--- src/rtl/bist_pkg.sv ---
// Shared definitions for the March C- memory BIST.
//   - elem_e  : march element index M0..M5
//   - op_e    : per-operation encoding (read / write)
//   - dir_e   : address walk direction
//   - state_e : controller FSM states
//   - helper functions form the per-element tables (op count, direction,
//     operation type and data value for each op slot).
package bist_pkg;

    typedef enum logic [2:0] {M0, M1, M2, M3, M4, M5} elem_e;
    typedef enum logic       {OP_READ, OP_WRITE}       op_e;
    typedef enum logic       {DIR_UP, DIR_DOWN}        dir_e;
    typedef enum logic [1:0] {S_IDLE, S_RUN, S_DRAIN, S_DONE} state_e;

    // Index of the last op slot in an element (single-op elements end at 0).
    function automatic logic elem_last_idx(input elem_e e);
        return (e == M0 || e == M5) ? 1'b0 : 1'b1;
    endfunction

    function automatic dir_e elem_dir(input elem_e e);
        return (e == M3 || e == M4) ? DIR_DOWN : DIR_UP;
    endfunction

    // Two-op elements are always (read, write); M0 is a lone write, M5 a lone read.
    function automatic op_e elem_op(input elem_e e, input logic idx);
        op_e op;
        case (e)
            M0:      op = OP_WRITE;
            M5:      op = OP_READ;
            default: op = idx ? OP_WRITE : OP_READ;
        endcase
        return op;
    endfunction

    // Background bit for an op slot: expected value for reads, data for writes.
    function automatic logic elem_val(input elem_e e, input logic idx);
        logic v;
        case (e)
            M1, M3:  v = idx;     // r0, w1
            M2, M4:  v = ~idx;    // r1, w0
            default: v = 1'b0;    // M0 w0, M5 r0
        endcase
        return v;
    endfunction

endpackage

--- src/rtl/bist_sram.sv ---
// Single-port synchronous SRAM, 1-cycle read latency, with optional
// stuck-at fault on the read path for exercising the BIST.
// Ports:
//   clk    : clock
//   we     : write enable (writes wdata to addr at the rising edge)
//   re     : read enable (rdata valid the cycle after)
//   addr   : word address
//   wdata  : write data
//   rdata  : registered read data
// Contents are deliberately not reset.
module bist_sram #(
    parameter int ADDR_W     = 6,
    parameter int DATA_W     = 8,
    parameter int FAULT_EN   = 0,
    parameter int FAULT_ADDR = 5,
    parameter int FAULT_BIT  = 3,
    parameter int FAULT_VAL  = 0
) (
    input  logic              clk,
    input  logic              we,
    input  logic              re,
    input  logic [ADDR_W-1:0] addr,
    input  logic [DATA_W-1:0] wdata,
    output logic [DATA_W-1:0] rdata
);

    localparam int DEPTH = 2 ** ADDR_W;

    logic [DATA_W-1:0] mem [DEPTH];
    logic [DATA_W-1:0] raw;
    logic [DATA_W-1:0] rd_word;

    always_comb raw = mem[addr];

    // The fault sits between the array and the output register, so every
    // read of the faulty word sees the stuck bit regardless of what was written.
    generate
        if (FAULT_EN != 0) begin : g_fault
            always_comb begin
                rd_word = raw;
                if (addr == ADDR_W'(FAULT_ADDR))
                    rd_word[FAULT_BIT] = (FAULT_VAL != 0);
            end
        end else begin : g_nofault
            always_comb rd_word = raw;
        end
    endgenerate

    always_ff @(posedge clk) begin
        if (we)
            mem[addr] <= wdata;
        if (re)
            rdata <= rd_word;
    end

endmodule

--- src/rtl/bist.sv ---
// March C- memory BIST: embedded SRAM plus controller.
// Starts on the first cycle after reset, runs 10*N operations once,
// then drains the last read compare and parks in DONE.
// Ports:
//   clk       : clock, all logic on the rising edge
//   rst_n     : synchronous reset, ACTIVE HIGH despite the name
//   bist_fail : sticky, a read mismatch has been seen
//   bist_done : sticky, the algorithm has completed
module bist
    import bist_pkg::*;
#(
    parameter int ADDR_W     = 6,
    parameter int DATA_W     = 8,
    parameter int FAULT_EN   = 0,
    parameter int FAULT_ADDR = 5,
    parameter int FAULT_BIT  = 3,
    parameter int FAULT_VAL  = 0
) (
    input  logic clk,
    input  logic rst_n,
    output logic bist_fail,
    output logic bist_done
);

    state_e            state, state_n;
    elem_e             elem, elem_n, elem_nx;
    logic              op_idx, op_idx_n;
    logic [ADDR_W-1:0] addr, addr_n;

    op_e               cur_op;
    logic              cur_val;
    logic              issue;
    logic              last_addr;

    logic              mem_we;
    logic              mem_re;
    logic [ADDR_W-1:0] mem_addr;
    logic [DATA_W-1:0] mem_wdata;
    logic [DATA_W-1:0] mem_rdata;

    logic              rd_vld_q;
    logic              exp_q;
    logic              mismatch;

    bist_sram #(
        .ADDR_W    (ADDR_W),
        .DATA_W    (DATA_W),
        .FAULT_EN  (FAULT_EN),
        .FAULT_ADDR(FAULT_ADDR),
        .FAULT_BIT (FAULT_BIT),
        .FAULT_VAL (FAULT_VAL)
    ) u_sram (
        .clk  (clk),
        .we   (mem_we),
        .re   (mem_re),
        .addr (mem_addr),
        .wdata(mem_wdata),
        .rdata(mem_rdata)
    );

    // Next-state / sequencing. IDLE already issues op 0 so that op k lands
    // in cycle k counted from the last reset edge.
    always_comb begin
        state_n   = state;
        elem_n    = elem;
        op_idx_n  = op_idx;
        addr_n    = addr;
        elem_nx   = (elem == M5) ? M5 : elem_e'(elem + 3'd1);
        cur_op    = elem_op(elem, op_idx);
        cur_val   = elem_val(elem, op_idx);
        issue     = !rst_n && (state == S_IDLE || state == S_RUN);
        last_addr = (elem_dir(elem) == DIR_UP) ? (addr == {ADDR_W{1'b1}})
                                               : (addr == '0);
        case (state)
            S_IDLE, S_RUN: begin
                if (issue) begin
                    state_n = S_RUN;
                    if (op_idx != elem_last_idx(elem)) begin
                        op_idx_n = 1'b1;
                    end else begin
                        op_idx_n = 1'b0;
                        if (!last_addr) begin
                            addr_n = (elem_dir(elem) == DIR_UP) ? addr + 1'b1
                                                                : addr - 1'b1;
                        end else if (elem == M5) begin
                            state_n = S_DRAIN;
                        end else begin
                            elem_n = elem_nx;
                            addr_n = (elem_dir(elem_nx) == DIR_UP) ? '0
                                                                   : {ADDR_W{1'b1}};
                        end
                    end
                end
            end
            S_DRAIN: state_n = S_DONE;
            default: state_n = S_DONE;
        endcase
    end

    always_comb begin
        mem_we    = issue && (cur_op == OP_WRITE);
        mem_re    = issue && (cur_op == OP_READ);
        mem_addr  = addr;
        mem_wdata = {DATA_W{cur_val}};
    end

    // Compare runs one cycle behind the read, using the piped expected bit.
    always_comb mismatch = rd_vld_q && (mem_rdata != {DATA_W{exp_q}});

    always_ff @(posedge clk) begin
        if (rst_n) begin
            state     <= S_IDLE;
            elem      <= M0;
            op_idx    <= 1'b0;
            addr      <= '0;
            rd_vld_q  <= 1'b0;
            exp_q     <= 1'b0;
            bist_fail <= 1'b0;
            bist_done <= 1'b0;
        end else begin
            state    <= state_n;
            elem     <= elem_n;
            op_idx   <= op_idx_n;
            addr     <= addr_n;
            rd_vld_q <= mem_re;
            exp_q    <= cur_val;
            if (mismatch)
                bist_fail <= 1'b1;
            // DRAIN holds the final compare, so done and the last fail
            // update appear together.
            if (state == S_DRAIN)
                bist_done <= 1'b1;
        end
    end

endmodule

--- config.mk ---
export PLATFORM = sky130hd
export DESIGN_NAME = bist
export DESIGN_NICKNAME = d
export VERILOG_FILES = /design/src/rtl/bist_pkg.sv /design/src/rtl/bist_sram.sv /design/src/rtl/bist.sv
export SDC_FILE = /design/constraint.sdc
export NUM_CORES = 1
export LEC_CHECK = 0
export ABC_CLOCK_PERIOD_IN_PS = 3050
export CORE_MARGIN = 1.5
export CORE_UTILIZATION = 50
export DETAILED_ROUTE_END_ITERATION = 12
export HOLD_SLACK_MARGIN = 0.12
export PLACE_DENSITY = 0.64
export SETUP_SLACK_MARGIN = 0.3
export SYNTH_ARGS = -nofsm -noshare
export SYNTH_HDL_FRONTEND = slang
export SYNTH_SLANG_ARGS = --single-unit
--- constraint.sdc ---
create_clock -name clk -period 3.05 [get_ports clk]
set_clock_uncertainty 0.2 [all_clocks]
set_input_delay 0.915 -clock clk [delete_from_list [all_inputs] [get_ports clk]]
set_output_delay 0.915 -clock clk [all_outputs]
set_load 0.02 [all_outputs]
==> out/qor.yml, run 1 <==
total_power_mw: 2.30
ff2ff_path_depth: 8
slew_headroom: 0.614
pwr-share-comb: 0.092
power_frac_clock: 0.379
wl_per_cell_microns: 18.3
syn_area_sq_um: 3860
crit_type: "in2reg"
row_count: 31
fillers: 623
synth-edff-count: 65
synth-seq-area-share: 0.589
num_antenna_cells: 0
syn_nets: 338
grt_usage: 0.217
rrSetupSlack_ps: 500
slew_violations: 0
antenna_found_initial: 0
min_from: "rd_vld_q$_SDFF_PP0_"
setup_viol: 0
cts_inserted_buffers: 9
die_h_microns: 90.9
ctsRootBufferMaster: "clkbuf_8"
dieArea_sq_um: 8260
clk_latency_ps: 360
ys_seq_elements: 81
ys_async_sr_fraction: 0
htree_levels: 3
area_delta_synth_final_pct: 13.5
cts_tree: "built"
sw_frac_of_total: 0.240
drv_cap: 0
cp_max_fo: 8
cp_slowest_cell: "clkdlybuf4s50_1"
start_util: 0.524
layout_commonest_cell: "nor2_1"
gp_congestion: 0.827
hold_buffers: 0
clk_pin_slew_ps: 80
core_sq_um: 7370
critPathMaxStageDelay_ps: 420
cp-start-kind: "input pin"
grt_pass1_wl_microns: 13400
layout_common_cells: "75 x nor2_1, 65 x edfxtp_1, 30 x buf_4, 16 x nand2_1, 14 x dfxtp_1"
seqCellArea_sq_um: 2270
final.min_clock_period_ps: 2630
ys.flop_type: "edfxtp_1"
cp-end-kind: "flop"
synthDistinctLibCells: 57
fmax_ghz: 0.381
arrival_ps: 2490
multi_input_area_sq_um: 1470
drc: 0
worstPathRequired_ps: 2910
syn_area_per_cell_sq_um: 11.7
netlist_instances: 331
cts_max_path_buffers: 2
ys_warn_count: 0
dr_total_vias: 2687
intPower_mw: 1.74
fin_crit_sh: 0.861
holdWs_ps: 263
clock-sinks: 81
final_antenna_net_count: 0
worst_pin_slew_ps: 579
drive_above_1_share: 0.202
hold_viol: 0
finalNetCount: 364
ir_drop_mv: 0.292
first_pass_iters: 5
numPortBuffers: 3
p_leak_nw: 1.53
crit_family: "simple AND/OR/NAND/NOR gates"
power.switching_uw: 552
pin_count: 4
routed_via_density: 5.83
rr_startpoint: "elem[2]$_SDFFE_PP0P_"
r2r-end: "addr[4]$_SDFFE_PP0P_"
hp-class: "reg2reg"
dp_hpwl_microns: 5560
status: "completed"
grt_max_degree: 66
cp_cell_sequence: "clkdlybuf4s50_1, or2_4, a2111oi_2, buf_4, nand3_2, nor2_1"
grt_pass1_vias: 2576
drt_iter0_markers: 209
rsz0062_at_grt: "false"
drt_wl_total_microns: 8460
holdPathEnd: "bist_fail$_SDFFE_PP0P_"
grt_overflow: 0
crit_buf_inv: 2
powerDensity_nw_per_um2: 524
holdPathStages: 2
seqPwrFrac: 0.529
dieWidth_microns: 90.9
cts_setup_buffers: 0
## layout make-up
cell class	count	area share
multi-input cells	221	0.335
flip-flops and latches	81	0.519
clock buffers	10	0.0291
repair buffers	33	0.0583
clock inverters	6	0.0206
inverters	11	0.00942
well taps	99	0.0283
## synth_stat cells, drive strengths merged, types with 2 or more instances
cell | count | area share
mux2 | 4 | 0.012
nand4 | 2 | 0.0032
nand3 | 14 | 0.018
edfxtp | 65 | 0.51
buf | 14 | 0.020
a21oi | 11 | 0.015
and3 | 2 | 0.0032
a211oi | 2 | 0.0052
a221oi | 6 | 0.014
o22ai | 2 | 0.0032
a2111oi | 2 | 0.0078
a31oi | 4 | 0.0065
mux2i | 9 | 0.023
a21o | 2 | 0.0039
nor4 | 2 | 0.0032
a32oi | 2 | 0.0045
mux4 | 9 | 0.053
or2 | 3 | 0.0049
ha | 4 | 0.013
or3 | 3 | 0.0049
nor3 | 4 | 0.0052
nor2b | 3 | 0.0049
o21ai | 12 | 0.017
nand2 | 16 | 0.016
xor2 | 3 | 0.0068
nor2 | 76 | 0.074
nor3b | 4 | 0.0078
dfxtp | 16 | 0.083
clkbuf | 4 | 0.0039
xnor2 | 2 | 0.0045
inv | 9 | 0.0088
o211ai | 2 | 0.0039
clkinv | 2 | 0.0019
## flip-flops by register name (all words and copies together) (netlist names)
| register | cells |
|---|---|
| u_sram.mem | 64 |
| addr | 6 |
| elem | 3 |
| state | 2 |
| bist_done | 1 |
| bist_fail | 1 |
| exp_q | 1 |
| op_idx | 1 |
| rd_vld_q | 1 |
| u_sram.rdata | 1 |
## repair_timing
item	4_1_cts	5_1_grt
pin swaps	0	0
gates resized for setup	2	4
setup endpoints to repair	10	25
## worst max path at each step
stage                    startpoint                           to  slack, ps  depth (start not counted)
2_1_floorplan                 rst_n  u_sram.mem[63][6]$_DFFE_PP_        330                          5
3_3_place_gp                  rst_n  u_sram.mem[11][6]$_DFFE_PP_        -70                          6
3_5_place_dp                  rst_n  u_sram.mem[51][6]$_DFFE_PP_       -110                          6
4_1_cts                       rst_n  u_sram.mem[62][6]$_DFFE_PP_        320                          7
5_1_grt        elem[2]$_SDFFE_PP0P_         addr[5]$_SDFFE_PP0P_        320                          8
6_report                      rst_n   u_sram.mem[3][6]$_DFFE_PP_        420                          6
## worst min-delay path: stages, from the launching register on
cell and delay (ps):
dfxtp_1 320, a21oi_1 50, nor2_1 70
## cell families after synthesis
| kind of cell | count (synthesis) | synth area share |
|---|---|---|
| buffers and inverters | 29 | 0.0347 |
| XOR/XNOR | 5 | 0.0113 |
| adder cells (fa/ha/maj) | 5 | 0.0182 |
| flip-flops | 81 | 0.589 |
| multiplexers | 22 | 0.0875 |
| AO/OA/AOI/OAI | 54 | 0.102 |
| AND/OR/NAND/NOR | 135 | 0.158 |
## stage by stage
step | cell area [sq um] | utilization | worst slack (ps) | setup TNS, ps | instances
CTS | 4370 | 0.594 | 315 | 0 | 461
floorplan | 3860 | - | 325 | 0 | 331
global placement | 4150 | 0.563 | -67.7 | -757 | 445
global route | 4380 | 0.595 | 320 | 0 | 461
finish | 4380 | 0.595 | 423 | 0 | 461
detailed placement | 4150 | 0.563 | -114 | -1300 | 445
## power groups by stage
stage / logic [mW] / clock network, mW / registers [mW]
finish: 0.212 / 0.870 / 1.21
global route: 0.231 / 0.916 / 1.22
CTS: 0.212 / 0.880 / 1.21
detailed placement: 0.209 / 0 / 1.24
global placement: 0.208 / 0 / 1.24
floorplan: 0.156 / 0 / 1.22
## routing by layer
metal  share of wire  up-vias  global-route usage
met4           0.012        0              0.0794
met5               0        -                   0
met2            0.48       67               0.337
met3           0.041        9              0.0345
li1                -     1274                   -
met1            0.47     1337               0.308
Power figures use the tool's default switching activity.
==> inputs of run 2 (changes only) <==
Settings changed: ABC_CLOCK_PERIOD_IN_PS 3050 to unset.
==> results of run 2 <==
Same layout as run 1: the final DEF is identical, and so are final timing and power.
==> inputs of run 3 (changes only) <==
Settings changed: GPL_ROUTABILITY_DRIVEN set to 1, SLEW_MARGIN set to 20.
==> results of run 3 <==
Same layout as run 1: the final DEF is identical, and so are final timing and power.
